<file path="src/rtl/ahb_arbiter_2m.sv">
// ahb_arbiter_2m
// Two-master AHB-Lite arbiter in front of a single slave port.
//
// The address-phase owner (addr_owner_q) drives the slave address/control.
// Each transfer accepted on an hready edge moves that owner into the data
// phase (data_owner_q / data_valid_q). The data-phase owner drives hwdata
// and receives hready/hresp.
//
// Arbitration is round robin and runs only on edges with s_hready=1.
// Fixed-length and INCR bursts hold a lock, so a burst is never split.
// With no requests the bus stays parked on the last owner.
//
// Handshake: a master's transfer is accepted on a rising edge where its
// m_hready is 1. A master that requests but is neither the address owner
// nor the active data owner sees m_hready=0. It must hold its address and
// control until it is granted.
//
// Ports:
//   hclk, hresetn              clock, asynchronous active-low reset
//   m_haddr/htrans/hwrite/     master address-phase signals, master 0 in
//   hsize/hburst/hwdata        the low slice, master 1 in the high slice
//   m_hrdata                   slave read data, broadcast to both masters
//   m_hready, m_hresp          per-master transfer response
//   m_hgrant                   one-hot address-phase owner
//   s_hsel..s_hwdata           muxed slave-side request
//   s_hrdata, s_hready, s_hresp slave response
module ahb_arbiter_2m #(
    parameter int ADDR_WIDTH = 32,
    parameter int DATA_WIDTH = 32
) (
    input  logic                    hclk,
    input  logic                    hresetn,
    input  logic [2*ADDR_WIDTH-1:0] m_haddr,
    input  logic [3:0]              m_htrans,
    input  logic [1:0]              m_hwrite,
    input  logic [5:0]              m_hsize,
    input  logic [5:0]              m_hburst,
    input  logic [2*DATA_WIDTH-1:0] m_hwdata,
    output logic [DATA_WIDTH-1:0]   m_hrdata,
    output logic [1:0]              m_hready,
    output logic [1:0]              m_hresp,
    output logic [1:0]              m_hgrant,
    output logic                    s_hsel,
    output logic [ADDR_WIDTH-1:0]   s_haddr,
    output logic [1:0]              s_htrans,
    output logic                    s_hwrite,
    output logic [2:0]              s_hsize,
    output logic [2:0]              s_hburst,
    output logic [DATA_WIDTH-1:0]   s_hwdata,
    input  logic [DATA_WIDTH-1:0]   s_hrdata,
    input  logic                    s_hready,
    input  logic                    s_hresp
);

    localparam logic [1:0] HTRANS_IDLE   = 2'b00;
    localparam logic [1:0] HTRANS_BUSY   = 2'b01;
    localparam logic [1:0] HTRANS_NONSEQ = 2'b10;
    localparam logic [1:0] HTRANS_SEQ    = 2'b11;

    localparam logic [2:0] HBURST_INCR   = 3'd1;
    localparam logic [2:0] HBURST_WRAP4  = 3'd2;
    localparam logic [2:0] HBURST_INCR4  = 3'd3;
    localparam logic [2:0] HBURST_WRAP8  = 3'd4;
    localparam logic [2:0] HBURST_INCR8  = 3'd5;
    localparam logic [2:0] HBURST_WRAP16 = 3'd6;
    localparam logic [2:0] HBURST_INCR16 = 3'd7;

    logic       addr_owner_q, addr_owner_d;
    logic       last_grant_q, last_grant_d;
    logic       data_owner_q, data_owner_d;
    logic       data_valid_q, data_valid_d;
    logic       burst_lock_q, burst_lock_d;
    logic [3:0] beat_cnt_q,   beat_cnt_d;

    logic [1:0] req;
    logic [1:0] own_htrans;
    logic [2:0] own_hburst;
    logic       next_owner;

    // A master requests while it drives NONSEQ or SEQ.
    assign req = {m_htrans[3], m_htrans[1]};

    assign own_htrans = addr_owner_q ? m_htrans[3:2] : m_htrans[1:0];
    assign own_hburst = addr_owner_q ? m_hburst[5:3] : m_hburst[2:0];

    // Slave-side muxing
    assign s_haddr  = addr_owner_q ? m_haddr[2*ADDR_WIDTH-1:ADDR_WIDTH]
                                   : m_haddr[ADDR_WIDTH-1:0];
    assign s_htrans = own_htrans;
    assign s_hwrite = addr_owner_q ? m_hwrite[1] : m_hwrite[0];
    assign s_hsize  = addr_owner_q ? m_hsize[5:3] : m_hsize[2:0];
    assign s_hburst = own_hburst;
    assign s_hsel   = |own_htrans;
    assign s_hwdata = data_owner_q ? m_hwdata[2*DATA_WIDTH-1:DATA_WIDTH]
                                   : m_hwdata[DATA_WIDTH-1:0];

    assign m_hrdata = s_hrdata;
    assign m_hgrant = addr_owner_q ? 2'b10 : 2'b01;

    // The active data owner sees the slave hready first. This covers the
    // cycle after a switch, when it is no longer the address owner. A
    // requester that holds neither phase is stalled.
    function automatic logic hready_for(input logic idx);
        logic r;
        if (data_valid_q && (data_owner_q == idx)) begin
            r = s_hready;
        end else if (addr_owner_q == idx) begin
            r = s_hready;
        end else if (req[idx]) begin
            r = 1'b0;
        end else begin
            r = 1'b1;
        end
        return r;
    endfunction

    always_comb begin
        m_hready[0] = hready_for(1'b0);
        m_hready[1] = hready_for(1'b1);
        m_hresp[0]  = data_valid_q && !data_owner_q && s_hresp;
        m_hresp[1]  = data_valid_q &&  data_owner_q && s_hresp;
    end

    // Next-owner choice from the current requests (round robin on conflict).
    always_comb begin
        next_owner = addr_owner_q;
        unique case (req)
            2'b01:   next_owner = 1'b0;
            2'b10:   next_owner = 1'b1;
            2'b11:   next_owner = ~last_grant_q;
            default: next_owner = addr_owner_q;
        endcase
    end

    always_comb begin
        addr_owner_d = addr_owner_q;
        last_grant_d = last_grant_q;
        data_owner_d = data_owner_q;
        data_valid_d = data_valid_q;
        burst_lock_d = burst_lock_q;
        beat_cnt_d   = beat_cnt_q;

        // Everything advances only on an accepted edge. Wait states and
        // the first ERROR cycle freeze the arbiter.
        if (s_hready) begin
            data_owner_d = addr_owner_q;
            data_valid_d = req[addr_owner_q];

            unique case (own_htrans)
                HTRANS_IDLE: begin
                    burst_lock_d = 1'b0;
                    beat_cnt_d   = 4'd0;
                end
                HTRANS_BUSY: begin
                    // A BUSY beat keeps the count unchanged. An undefined-length
                    // burst stays locked while the owner is BUSY.
                    if (own_hburst == HBURST_INCR) begin
                        burst_lock_d = 1'b1;
                    end
                end
                HTRANS_NONSEQ: begin
                    unique case (own_hburst)
                        HBURST_INCR4, HBURST_WRAP4: begin
                            burst_lock_d = 1'b1;
                            beat_cnt_d   = 4'd3;
                        end
                        HBURST_INCR8, HBURST_WRAP8: begin
                            burst_lock_d = 1'b1;
                            beat_cnt_d   = 4'd7;
                        end
                        HBURST_INCR16, HBURST_WRAP16: begin
                            burst_lock_d = 1'b1;
                            beat_cnt_d   = 4'd15;
                        end
                        HBURST_INCR: begin
                            burst_lock_d = 1'b1;
                            beat_cnt_d   = 4'd0;
                        end
                        default: begin
                            burst_lock_d = 1'b0;
                            beat_cnt_d   = 4'd0;
                        end
                    endcase
                end
                HTRANS_SEQ: begin
                    if (own_hburst == HBURST_INCR) begin
                        burst_lock_d = 1'b1;
                    end else if (beat_cnt_q != 4'd0) begin
                        beat_cnt_d = beat_cnt_q - 4'd1;
                        if (beat_cnt_q == 4'd1) begin
                            burst_lock_d = 1'b0;
                        end
                    end
                end
                default: begin
                    burst_lock_d = burst_lock_q;
                end
            endcase

            // Re-arbitrate only when the lock updated on this edge is clear.
            if (!burst_lock_d && (next_owner != addr_owner_q)) begin
                addr_owner_d = next_owner;
                last_grant_d = next_owner;
            end
        end
    end

    always_ff @(posedge hclk or negedge hresetn) begin
        if (!hresetn) begin
            addr_owner_q <= 1'b0;
            last_grant_q <= 1'b0;
            data_owner_q <= 1'b0;
            data_valid_q <= 1'b0;
            burst_lock_q <= 1'b0;
            beat_cnt_q   <= 4'd0;
        end else begin
            addr_owner_q <= addr_owner_d;
            last_grant_q <= last_grant_d;
            data_owner_q <= data_owner_d;
            data_valid_q <= data_valid_d;
            burst_lock_q <= burst_lock_d;
            beat_cnt_q   <= beat_cnt_d;
        end
    end

endmodule

</file>
<file path="config.mk">
export PLATFORM = sky130hd
export DESIGN_NAME = ahb_arbiter_2m
export DESIGN_NICKNAME = d
export VERILOG_FILES = /design/src/rtl/ahb_arbiter_2m.sv
export SDC_FILE = /design/constraint.sdc
export NUM_CORES = 1
export LEC_CHECK = 0
export BUFFER_PORTS_ARGS = -buffer_cell sky130_fd_sc_hd__buf_2
export CORE_AREA = 2 2 113 115
export DETAILED_ROUTE_END_ITERATION = 10
export DIE_AREA = 0 0 115 117
export PLACE_DENSITY = 0.58
export SLEW_MARGIN = 5
export SYNTH_ARGS = -nofsm -noshare
export SYNTH_HDL_FRONTEND = slang
export SYNTH_SLANG_ARGS = --single-unit
</file>
<file path="constraint.sdc">
create_clock -name hclk -period 1.65 [get_ports hclk]
set_input_delay 0.0825 -clock hclk [delete_from_list [all_inputs] [get_ports hclk]]
set_output_delay 0.0825 -clock hclk [all_outputs]
set_load 0.01 [all_outputs]
</file>
==> metrics.txt <==
Setup WS pre-CTS=-0.0447 ns; register share of total power=9.4%; Post-Syn Instances=191; worst reg2reg path depth=6; fin crit share=102%; Min Hold Slack=0.165 ns; GP Congestion=0.775; Final WS setup=-0.0309 ns; largest net degree at the start of global routing=38; Design Area, Final=3100 µm²; commonest non-fill, non-tap cell in the layout=buf_2; Die Span Y=117 µm; vias=2257; drt via density=4.13; Setup Skew=0.000742 ns; Mapped Nets=375; synthesis-to-finish area growth=70.9%; DP Wirelength=6570 µm; Synth Area per Inst=9.51 µm²; Die W=115 µm; fin crit period=1.68 ns; Final nets=581; Root Buffer=clkbuf_16; Hold Crit Depth=0; row count=41; first-pass GRT wire length=10600 µm; min-delay src=s_hrdata[10]; # port buffers=229; Cell Area, Synth=1820 µm²; initial antenna violation count=0; Post-DRT Antenna Nets=0; commonest non-fill, non-tap cells in the layout=buf_2, mux2_2, buf_4; FMAX=595 MHz; layout cell share with drive strength beyond 1=84.8%; CTS buffer count=3; Post-Route WL=7660 µm; Sw Pwr=0.00174 W; Residual DRC=0; worst reg2reg path endpoint=last_grant_q$_DFFE_PN0P_; RSZ-0062 raised after global routing=yes; Post-synth EDFFs=0; Fin Setup TNS=-0.0695 ns; drt pass-1 iters=2; Antenna diodes=0; CP Data Arrival Time=1.78 ns; Leak Pwr=1.61 nW; FF+latch count, synth=8; switching share of total power=42.8%; Synth Flop Type=dfrtp_1; Worst EP required=1.75 ns; grt total ovfl=0; max-slew violation count=0; failing checks=setup timing; register area share after synthesis=11.0%; IO Pins=294; fin cells=546; r2r setup slk=-0.03 ns; CP Max Fanout=3; reg2reg start=beat_cnt_q[0]$_DFFE_PN0P_; number of global-route vias before repair=2070; Pwr Density=1310 nW/µm²; initial drt markers=55; Reg clk slew, reported paths=0.04 ns; overall routing resource usage=10.1%; final hold violations=0; Logic pwr share=80.1%; worst vdd ir=0.000309 V; CP endpoint kind=register; worst hold path type=input port to output pin; CTS Sinks=8; worst hold endpoint=m_hrdata[10]; final setup vio count=3; post-placement cell count=535; DR WL/cell=14.0 µm; Setup crit start kind=register; Initial Util=14.8%; critical path type=register to register; Internal Power=0.00233 W; Worst Tran Pin Value=0.359 ns; die area=13500 µm²; Clk pwr share=10.5%; status=complete, but fails checks; Cell Area, Placed=2930 µm²; Synthesis Warnings=0; max-cap viol count=0; Distinct cells, synth=37; Core Region=12300 µm²; async set-reset flop share out of synthesis=100%; H-tree Lvls=1; clk_lat worst skew=0.24 ns; Slew HR=76.1%; CTS tree=built; CTS Buffer Depth=2
## registers in the layout, summed over array words and instances (netlist names)
| signal | count |
|---|---|
| data_owner_q | 1 |
| last_grant_q | 1 |
| data_valid_q | 1 |
| beat_cnt_q | 4 |
| burst_lock_q | 1 |
## area by class of cell
type | instances | area (µm²)
fillers | 1311 | 9210
flip-flops and latches | 8 | 201
well taps | 150 | 188
inverters | 8 | 30.0
repair buffers | 245 | 1300
clock buffers | 4 | 78.8
multi-input cells | 131 | 1310
## critical path, cell delays in order, from the launching register on
cell      delay (ns)
dfrtp_1         0.39
inv_2           0.07
ha_4            0.15
or4b_4          0.49
o21a_1          0.18
o211ai_1        0.15
o211ai_1        0.11
## repair_timing
action,in CTS,in global routing
resized for setup,5,5
setup buffers,4,2
endpoints found under the setup margin,41,41
pin swaps,4,2
endpoints found under the hold margin,8,0
hold buffers,1,0
## how the worst max path moves through the flow
stage               slack (ns)                   endpoint                 startpoint
floorplan                0.002   last_grant_q$_DFFE_PN0P_  beat_cnt_q[0]$_DFFE_PN0P_
CTS                      -0.06  beat_cnt_q[1]$_DFFE_PN0P_   last_grant_q$_DFFE_PN0P_
finish                   -0.03   last_grant_q$_DFFE_PN0P_  beat_cnt_q[0]$_DFFE_PN0P_
global route             -0.12   last_grant_q$_DFFE_PN0P_  beat_cnt_q[0]$_DFFE_PN0P_
detailed placement       -0.04   last_grant_q$_DFFE_PN0P_  beat_cnt_q[0]$_DFFE_PN0P_
global placement         0.009   last_grant_q$_DFFE_PN0P_  beat_cnt_q[0]$_DFFE_PN0P_
## stage by stage
step	util [%]	total power (W)
after floorplan	-	0.00245
after global placement	23.8	0.00341
after detailed placement	23.8	0.00347
after CTS	24.9	0.00404
after global routing	25.2	0.00439
final	25.2	0.00407
## routing by layer
layer	global-route usage, %	part of all wire [%]	wire length, µm	vias to the layer above
met5	0	0	0	-
met4	3.29	1.5	118	0
met3	2.27	8.2	631	10
met2	19.2	52	4000	127
met1	11.1	38	2910	1042
li1	-	-	-	1078
## power groups by stage
stage	logic, W	registers [W]	clock network, W
after floorplan	0.00212	0.000325	0
after global placement	0.00301	0.000399	0
after detailed placement	0.00306	0.000410	0
after CTS	0.00322	0.000380	0.000438
after global routing	0.00354	0.000396	0.000457
final	0.00326	0.000383	0.000427
## synthesized netlist by cell type, types with 2 or more instances
master / number / area, µm²
mux2_2: 72 / 811
nand3b_1: 2 / 15.0
nor2_1: 7 / 26.3
o211ai_1: 2 / 15.0
buf_2: 8 / 40.0
buf_4: 33 / 248
clkbuf_1: 2 / 7.51
o22a_1: 2 / 17.5
o21ai_0: 6 / 30.0
a21oi_1: 5 / 25.0
a31oi_1: 3 / 18.8
inv_1: 7 / 26.3
ha_1: 2 / 25.0
o21a_1: 2 / 15.0
mux2i_4: 2 / 45.0
nor3_1: 4 / 20.0
nand2_1: 4 / 15.0
and3_1: 2 / 12.5
dfrtp_1: 8 / 200
## cell families after synthesis
family / count (synthesis) / synth area share, %
muxes: 75 / 47.7
and+or+nand+nor: 26 / 9.23
DFF: 8 / 11.0
adders and majority gates: 2 / 1.38
buffers and inverters: 52 / 18.5
AOI/OAI and AO/OA: 28 / 12.2
Note: power is estimated with default switching activity, not from simulation.
